### config.mk
export PLATFORM = sky130hd
export DESIGN_NAME = xilinx_dram_mport
export DESIGN_NICKNAME = d
export VERILOG_FILES = /design/src/rtl/xilinx_dram_pkg.sv /design/src/rtl/xilinx_dram_col.sv /design/src/rtl/xilinx_dram_mport.sv
export SDC_FILE = /design/constraint.sdc
export NUM_CORES = 1
export LEC_CHECK = 0
export ABC_AREA = 0
export CORE_MARGIN = 5
export CORE_UTILIZATION = 57
export CTS_CLUSTER_DIAMETER = 30
export DETAILED_ROUTE_END_ITERATION = 7
export PLACE_DENSITY = 0.77
export SETUP_SLACK_MARGIN = 0.02
export SYNTH_ARGS = -nofsm -noshare
export SYNTH_HDL_FRONTEND = slang
export SYNTH_SLANG_ARGS = --single-unit
### constraint.sdc
create_clock -name WCLK -period 2.2 [get_ports WCLK]
set_input_delay 0.22 -clock WCLK [delete_from_list [all_inputs] [get_ports WCLK]]
set_output_delay 0.22 -clock WCLK [all_outputs]
set_load 0.005 [all_outputs]
### src/rtl/xilinx_dram_pkg.sv
// Shared types and helpers for the multi-read-port distributed RAM.
// Legal depths, address-width helper, primitive selection and clear-FSM state type.
package xilinx_dram_pkg;

  localparam int DEPTH_32  = 32;
  localparam int DEPTH_64  = 64;
  localparam int DEPTH_128 = 128;
  localparam int DEPTH_256 = 256;

  typedef enum logic [1:0] {P32, P64, P128, P256} prim_e;

  typedef enum logic {IDLE, CLEAR} clr_state_e;

  function automatic int aw_of(input int depth);
    return $clog2(depth);
  endfunction

  function automatic prim_e prim_of(input int depth);
    case (depth)
      DEPTH_32:  return P32;
      DEPTH_64:  return P64;
      DEPTH_128: return P128;
      default:   return P256;
    endcase
  endfunction

endpackage

### src/rtl/xilinx_dram_col.sv
// One 1-bit, DEPTH-deep LUT-RAM column: one synchronous write port, one async read port.
// 256-deep columns are built from two 128-deep halves with a final read mux on the address MSB.
module xilinx_dram_col
  import xilinx_dram_pkg::*;
#(
  parameter int               DEPTH = 64,
  parameter logic [DEPTH-1:0] INIT  = '0,
  localparam int              AW    = aw_of(DEPTH)
) (
  input  logic          clk,
  input  logic          we,
  input  logic [AW-1:0] wa,
  input  logic          wd,
  input  logic [AW-1:0] ra,
  output logic          rd
);

  if (prim_of(DEPTH) == P256) begin : g_p256
    logic [127:0] lo = INIT[127:0];
    logic [127:0] hi = INIT[255:128];

    always_ff @(posedge clk) begin
      if (we && !wa[7]) lo[wa[6:0]] <= wd;
      if (we &&  wa[7]) hi[wa[6:0]] <= wd;
    end

    assign rd = ra[7] ? hi[ra[6:0]] : lo[ra[6:0]];
  end else begin : g_single
    logic [DEPTH-1:0] bits = INIT;

    always_ff @(posedge clk) begin
      if (we) bits[wa] <= wd;
    end

    assign rd = bits[ra];
  end

endmodule

### src/rtl/xilinx_dram_mport.sv
// WIDTH x DEPTH distributed RAM with NRD async read ports and a post-reset zero-fill sequencer.
// Define XILINX_DRAM_OREG_EN to register every read port (read-first, zeroed while BUSY).
module xilinx_dram_mport
  import xilinx_dram_pkg::*;
#(
  parameter int                     WIDTH = 8,
  parameter int                     DEPTH = 64,
  parameter int                     NRD   = 2,
  parameter logic [WIDTH*DEPTH-1:0] INIT  = '0,
  localparam int                    AW    = aw_of(DEPTH)
) (
  input  logic                 WCLK,
  input  logic                 RST,
  input  logic                 WE,
  input  logic [AW-1:0]        WA,
  input  logic [WIDTH-1:0]     WD,
  input  logic [NRD*AW-1:0]    RA,
  output logic [NRD*WIDTH-1:0] RD,
  output logic                 BUSY,
  output clr_state_e           dbg_state
);

  // Bit b of every word forms the INIT image of column b.
  function automatic logic [DEPTH-1:0] col_init(input int b);
    logic [DEPTH-1:0] r;
    for (int w = 0; w < DEPTH; w++) r[w] = INIT[w*WIDTH+b];
    return r;
  endfunction

  clr_state_e       state_q, state_d;
  logic [AW-1:0]    clr_cnt_q, clr_cnt_d;
  logic             mem_we;
  logic [AW-1:0]    mem_wa;
  logic [WIDTH-1:0] mem_wd;
  logic [NRD*WIDTH-1:0] rd_c;

  always_ff @(posedge WCLK) begin
    if (RST) begin
      state_q   <= CLEAR;
      clr_cnt_q <= '0;
    end else begin
      state_q   <= state_d;
      clr_cnt_q <= clr_cnt_d;
    end
  end

  // The counter stops at DEPTH-1 rather than wrapping.
  always_comb begin
    state_d   = state_q;
    clr_cnt_d = clr_cnt_q;
    case (state_q)
      CLEAR: begin
        if (clr_cnt_q == AW'(DEPTH-1)) state_d = IDLE;
        else                           clr_cnt_d = clr_cnt_q + 1'b1;
      end
      default: ;
    endcase
  end

  // Write mux: sequencer owns the array while clearing; user writes are dropped then.
  always_comb begin
    BUSY   = (state_q == CLEAR);
    mem_we = 1'b0;
    mem_wa = '0;
    mem_wd = '0;
    if (!RST) begin
      if (state_q == CLEAR) begin
        mem_we = 1'b1;
        mem_wa = clr_cnt_q;
      end else begin
        mem_we = WE;
        mem_wa = WA;
        mem_wd = WD;
      end
    end
  end

  assign dbg_state = state_q;

  for (genvar k = 0; k < NRD; k++) begin : g_port
    for (genvar b = 0; b < WIDTH; b++) begin : g_bit
      xilinx_dram_col #(
        .DEPTH (DEPTH),
        .INIT  (col_init(b))
      ) u_col (
        .clk (WCLK),
        .we  (mem_we),
        .wa  (mem_wa),
        .wd  (mem_wd[b]),
        .ra  (RA[k*AW +: AW]),
        .rd  (rd_c[k*WIDTH + b])
      );
    end
  end

`ifdef XILINX_DRAM_OREG_EN
  logic [NRD*WIDTH-1:0] rd_q;

  always_ff @(posedge WCLK) begin
    if (RST || BUSY) rd_q <= '0;
    else             rd_q <= rd_c;
  end

  assign RD = rd_q;
`else
  assign RD = rd_c;
`endif

endmodule

# Yosys cells after proc, flatten, opt, wreduce, memory -nomap -nowiden
# Index checks and enable logic that the tools add are counted.
[totals]
regBits = 1031
inputBits = 29
[classes]
add_sub_neg = 1
magnitude_cmp = 4
eq_ne = 1
mux = 58
bitwise = 1
reduce_logical = 2
[ops]
columns = ["op", "n"]
rows = [
  ["bitwise mux 64 bit", 16],
  ["binary-select mux 1 bit (select 6 bit)", 16],
  ["less-than comparator 6 x 7 -> 1 bit (second input constant)", 3],
  ["two-way mux 1 bit", 21],
  ["two-way mux 8 bit", 2],
  ["two-way mux 6 bit", 2],
  ["adder 6 x 1 -> 6 bit (second input constant)", 1],
  ["demux 1 bit (select 6 bit)", 1],
  ["== test 6 bit (second input constant)", 1],
  [">= comparator 6 x 1 -> 1 bit (second input constant)", 1],
  ["AND reduction 2 bit", 1],
  ["logical AND 1 bit", 1],
  ["inverter 1 bit", 1],
]

# Longest topological paths before layout
[depth]
ltp_word = 7
ltp_mapped = 11

# Modules after synthesis
# Synthesis repeated with hierarchy kept, for this count alone.
[unflattened]
hier_cells = 3361
area_unflattened_um2 = 48137.4
[by_module_without_submodules]
columns = ["mod", "instances", "cells_each", "area_each_um2", "seq_area_each_um2"]
rows = [
  ["xilinx_dram_col (g_port[0].g_bit[0].u_col ...)", 15, 206, 2975.4, 1921.8],
  ["xilinx_dram_col (g_port[1].g_bit[7].u_col)", 1, 206, 2971.6, 1921.8],
  ["xilinx_dram_mport", 1, 65, 535.5, 140.1],
]

# Worst setup path after synthesis
# Ideal clock, no wire load.
[synth_timing]
path_kind = "reg-to-reg"
from = "reg state_q (netlist: BUSY)"
to = "reg g_port[0].g_bit[0].u_col.g_single.bits[5] (enable)"
setup_ns = 0.370
arrival_time_ns = 1.961
required_time_ns = 1.830
path_slack_ns = -0.132
stages_incl_launch_ff = 7
path_buffers = 2
path_cell_list = "dfxtp_1 -> clkbuf_1 -> mux2i_1 -> nor2_1 -> or2_2 -> clkbuf_1 -> nor2_1"
[synth_between]
elab_chain_len = 2
[synth_rtl]
columns = ["element", "line", "rtl"]
rows = [
  ["from (decl)", "xilinx_dram_mport.sv:30", "clr_state_e state_q, state_d;"],
  ["from (signal assigned)", "xilinx_dram_mport.sv:42", "state_q <= state_d;"],
  ["two-way mux 1 bit", "xilinx_dram_mport.sv:67", "if (state_q == CLEAR) begin"],
  ["two-way mux 1 bit", "xilinx_dram_mport.sv:66", "if (!RST) begin"],
  ["to (signal, indexed assignment)", "xilinx_dram_col.sv:32", "if (we) bits[wa] <= wd;"],
  ["to (decl)", "xilinx_dram_col.sv:29", "logic [DEPTH-1:0] bits = INIT;"],
]
# No other way between the ends.
# A chain may end at the register's enable or synchronous reset.

==> run_summary.xml <==
<?xml version="1.0" encoding="UTF-8"?>
<metrics>
  <group name="sta">
    <metric name="final-max-slew-violation-count" unit="">0</metric>
    <metric name="fin_setup_tns" unit="ns">-9.32</metric>
    <metric name="worst_clock_skew" unit="ns">0.0172</metric>
    <metric name="max-slew-margin-rel" unit="%">49.7</metric>
    <metric name="setup-violations-final" unit="">16</metric>
    <metric name="final.setup.worst_slack" unit="ns">-0.812</metric>
    <metric name="maxClockFrequency" unit="MHz">332</metric>
    <metric name="final_critical_path_time_including_i_o_delays_and_setup" unit="ns">3.01</metric>
    <metric name="finalCritPeriodShare" unit="%">137</metric>
    <metric name="hold_viol" unit="">0</metric>
    <metric name="worst_pin_slew" unit="ns">0.736</metric>
    <metric name="grt_setup_unrepaired" unit="">true</metric>
  </group>
  <group name="logic_synthesis">
    <metric name="netlist.area_leader.share" unit="%">62.6</metric>
    <metric name="netlist-cell-type-count" unit="">53</metric>
    <metric name="ys_warn_count" unit="">0</metric>
    <metric name="synth_area_leader_cell" unit="">edfxtp_1</metric>
    <metric name="mappedNetlistNets" unit="">1318</metric>
    <metric name="yosys_register_bits" unit="">519</metric>
    <metric name="synthFlopType" unit="">edfxtp_1</metric>
    <metric name="syn-mean-instance-area" unit="um2">19.1</metric>
    <metric name="synth-async-reset-ratio" unit="%">0</metric>
    <metric name="synthesis.instances" unit="">1288</metric>
    <metric name="synth_enable_flop_cells" unit="">512</metric>
    <metric name="syn_area" unit="um2">24600</metric>
    <metric name="post_synth_main_area_contributors" unit="">edfxtp_1, mux4_2, mux2i_1</metric>
    <metric name="seq_area_frac_synth" unit="%">63.2</metric>
  </group>
  <group name="die">
    <metric name="design.die.area" unit="um2">47300</metric>
    <metric name="core_area" unit="um2">42900</metric>
    <metric name="design.portCount" unit="">47</metric>
    <metric name="initial_core_util" unit="%">57.3</metric>
    <metric name="floorplan.die.height" unit="um">218</metric>
    <metric name="die_w" unit="um">218</metric>
    <metric name="rows" unit="">76</metric>
  </group>
  <group name="pwr">
    <metric name="p_total" unit="mW">27.9</metric>
    <metric name="irDropWorstVdd" unit="mV">0.880</metric>
    <metric name="cellLeakagePower" unit="nW">11.2</metric>
    <metric name="power_density" unit="nW/um2">879</metric>
  </group>
  <group name="place">
    <metric name="place_worst_setup_slack" unit="ns">-0.995</metric>
    <metric name="dp_hpwl" unit="um">47500</metric>
    <metric name="place_congestion" unit="">0.953</metric>
    <metric name="placement.io_buffers" unit="">46</metric>
    <metric name="placed_cell_area" unit="um2">27600</metric>
    <metric name="placed_cells" unit="">2055</metric>
  </group>
  <group name="clock_network">
    <metric name="clk_pin_slew" unit="ns">0.05</metric>
    <metric name="max-clock-path-buffers" unit="">3</metric>
    <metric name="cts_htree_levels" unit="">3</metric>
    <metric name="worst_skew_pair.late_latency" unit="ns">0.63</metric>
    <metric name="cts_tree" unit="">done</metric>
    <metric name="clock-sinks" unit="">519</metric>
    <metric name="cts.root.buffer_cell" unit="">clkbuf_16</metric>
    <metric name="tritoncts.num_buffers" unit="">97</metric>
  </group>
  <group name="final_layout">
    <metric name="fin_area" unit="um2">31700</metric>
    <metric name="num-fill-cells" unit="">2260</metric>
    <metric name="finalNetCount" unit="">1613</metric>
    <metric name="finish.cell_count_without_fillers" unit="">2253</metric>
    <metric name="layout-drive-gt1-share" unit="%">49.2</metric>
    <metric name="relative_area_change_from_synthesis_to_final_layout" unit="%">29.0</metric>
  </group>
  <group name="global_route">
    <metric name="busiest_layer_in_global_routing" unit="">met2</metric>
    <metric name="antenna_violations_before_repair" unit="">0</metric>
    <metric name="grt_util_all_layers" unit="%">31.8</metric>
    <metric name="grt.met2_usage" unit="%">51.0</metric>
    <metric name="via_count_of_the_first_global_routing_pass" unit="">16300</metric>
    <metric name="grt_util_met3" unit="%">7.84</metric>
    <metric name="grt_remaining_overflow" unit="">0</metric>
    <metric name="use_met1" unit="%">41.8</metric>
    <metric name="pin_count_of_the_biggest_net_entering_global_routing" unit="">65</metric>
    <metric name="wire_length_of_the_first_global_routing_pass" unit="um">110000</metric>
  </group>
  <group name="run_status">
    <metric name="run_status" unit="">finished, violations left</metric>
    <metric name="violations" unit="">setup timing</metric>
  </group>
  <group name="detailed_routing">
    <metric name="drt_iter0_markers" unit="">2450</metric>
    <metric name="dr_total_vias" unit="">15900</metric>
    <metric name="vias_per_cell" unit="">7.06</metric>
    <metric name="route.antenna.remaining_nets" unit="">0</metric>
    <metric name="drcViolationCount" unit="">0</metric>
    <metric name="finalWirelength" unit="um">75200</metric>
    <metric name="drtPass1Iterations" unit="">6</metric>
    <metric name="wl_cell" unit="um">33.4</metric>
  </group>
  <group name="worst_setup_path">
    <metric name="critical_path.endpoint_type" unit="">output pin</metric>
    <metric name="critPathLaunchType" unit="">flip-flop</metric>
    <metric name="critical_path.max_fanout" unit="">2</metric>
    <metric name="worst-endpoint-arrival" unit="ns">2.79</metric>
    <metric name="worst-setup-path-type" unit="">flip-flop to output pin</metric>
    <metric name="timing.critical_path.required" unit="ns">1.98</metric>
  </group>
  <group name="run">
    <metric name="cap_violations" unit="">0</metric>
  </group>
  <group name="hold_path">
    <metric name="timing.hold.worst.class" unit="">input port to flip-flop</metric>
  </group>
</metrics>
## worst max-delay path: stages, from the launching register on
cell,delay [ns]
edfxtp_1,0.43
buf_6,0.15
mux4_2,0.49
mux4_2,0.55
nor2_2,0.13
or3_4,0.16
o41ai_4,0.10
buf_6,0.15
## final cells by class
cell class	count	area [um2]	area share [%]
Multi-Input combinational cell	644	9030	28.5
Inverter	7	26.3	0.0829
Clock inverter	76	831	2.62
Clock buffer	107	2520	7.95
Timing Repair Buffer	314	3030	9.55
Tap cell	585	732	2.31
Sequential cell	519	15500	49.0
Antenna cell	1	2.50	0.00790
## placed cells by master (no fill, tap or decap), types with 5 or more instances in the layout
master,n
and2_2,8
a21oi_1,16
o221ai_1,14
nand2b_1,9
inv_6,17
clkinv_2,6
nor2b_1,15
bufinv_16,11
a221oi_4,5
o21ai_2,9
a22o_1,11
clkinv_4,7
o21ai_4,5
o21ai_0,5
nor2_4,19
nand3_1,7
clkbuf_16,99
nand2_1,14
o22ai_1,26
buf_12,49
clkinvlp_4,13
nor2_2,5
mux4_2,258
clkdlybuf4s50_1,22
inv_1,7
clkbuf_1,7
a211oi_1,11
buf_6,12
buf_2,18
clkinv_1,14
or3_1,5
buf_4,212
mux2i_1,50
nand2_2,6
dfxtp_1,6
or2_2,5
edfxtp_1,512
nor2_1,61
## report_power, final
group	switching (mW)	total (mW)	internal, mW	leakage [nW]
clock network	5.39	15.1	9.67	1.60
logic	1.04	2.04	0.996	4.47
registers	0.0137	10.8	10.7	5.11
## through the flow
step,util [%],hold WS [ns]
2_1_floorplan,-,0.522
3_5_place_dp,64.5,0.559
5_1_grt,73.9,0.355
4_1_cts,73.3,0.316
3_3_place_gp,64.5,0.549
6_report,73.9,0.351
## synthesized netlist by cell type (2+ instances only)
library cell,n
nor2_1,85
mux2i_1,53
a221oi_1,6
buf_1,8
o211ai_1,2
or2_2,5
mux4_2,254
buf_2,38
clkbuf_1,35
o2bb2ai_1,2
a2111oi_0,3
o21ai_1,8
dfxtp_1,7
o221ai_1,15
o31ai_1,4
o22ai_1,30
nand2_1,20
a32oi_1,2
mux2_2,7
or3_1,6
buf_6,2
o41ai_1,6
a22oi_1,2
and3_1,3
a31oi_1,3
or4_1,2
nand3b_1,2
nor2b_1,18
nor4_1,2
a22o_1,11
xnor2_1,3
buf_4,33
edfxtp_1,512
inv_1,7
mux4_1,5
nand3_1,7
a211oi_1,13
o21ai_0,15
a21oi_1,20
and2_1,11
nand2b_1,9
## path summary, 6_finish.rpt
kind,from,to,slack [ns],cells after the start
worst max-delay path,g_port[1].g_bit[7].u_col.g_single.bits[54],RD[7],-0.81,7
worst min-delay path,RST,clr_cnt_q[5],0.35,3
worst max register to register,BUSY,g_port[0].g_bit[1].u_col.g_single.bits[52],0.02,8
worst min register to register,clr_cnt_q[4],clr_cnt_q[4],0.59,2
## kinds of logic after synthesis
kind of cell	share of synthesized area, %
buf+inv	2.78
fa+ha+maj	0.0509
flops	63.2
simple gates	3.36
xor+xnor	0.107
mux	26.4
compound gates	4.12
## flip-flops by register name (all words and copies together), names as in the netlist
signal,count
BUSY,1
clr_cnt_q,6
g_port.g_bit.u_col.g_single.bits,512
## layer usage
layer  wire, um  up-vias
met5          0        -
met4       4120        0
met3       9210      293
met2      36600     1323
met1      25300     8139
li1           -     6143
## timing repair
action                                  in CTS  in global routing
hold buffers                                 0                  0
setup buffers                               15                  5
gates resized for setup                    162                 41
endpoints found under the setup margin     127                328
pin swaps                                   27                 29
Note: power is estimated with default switching activity, not from simulation.
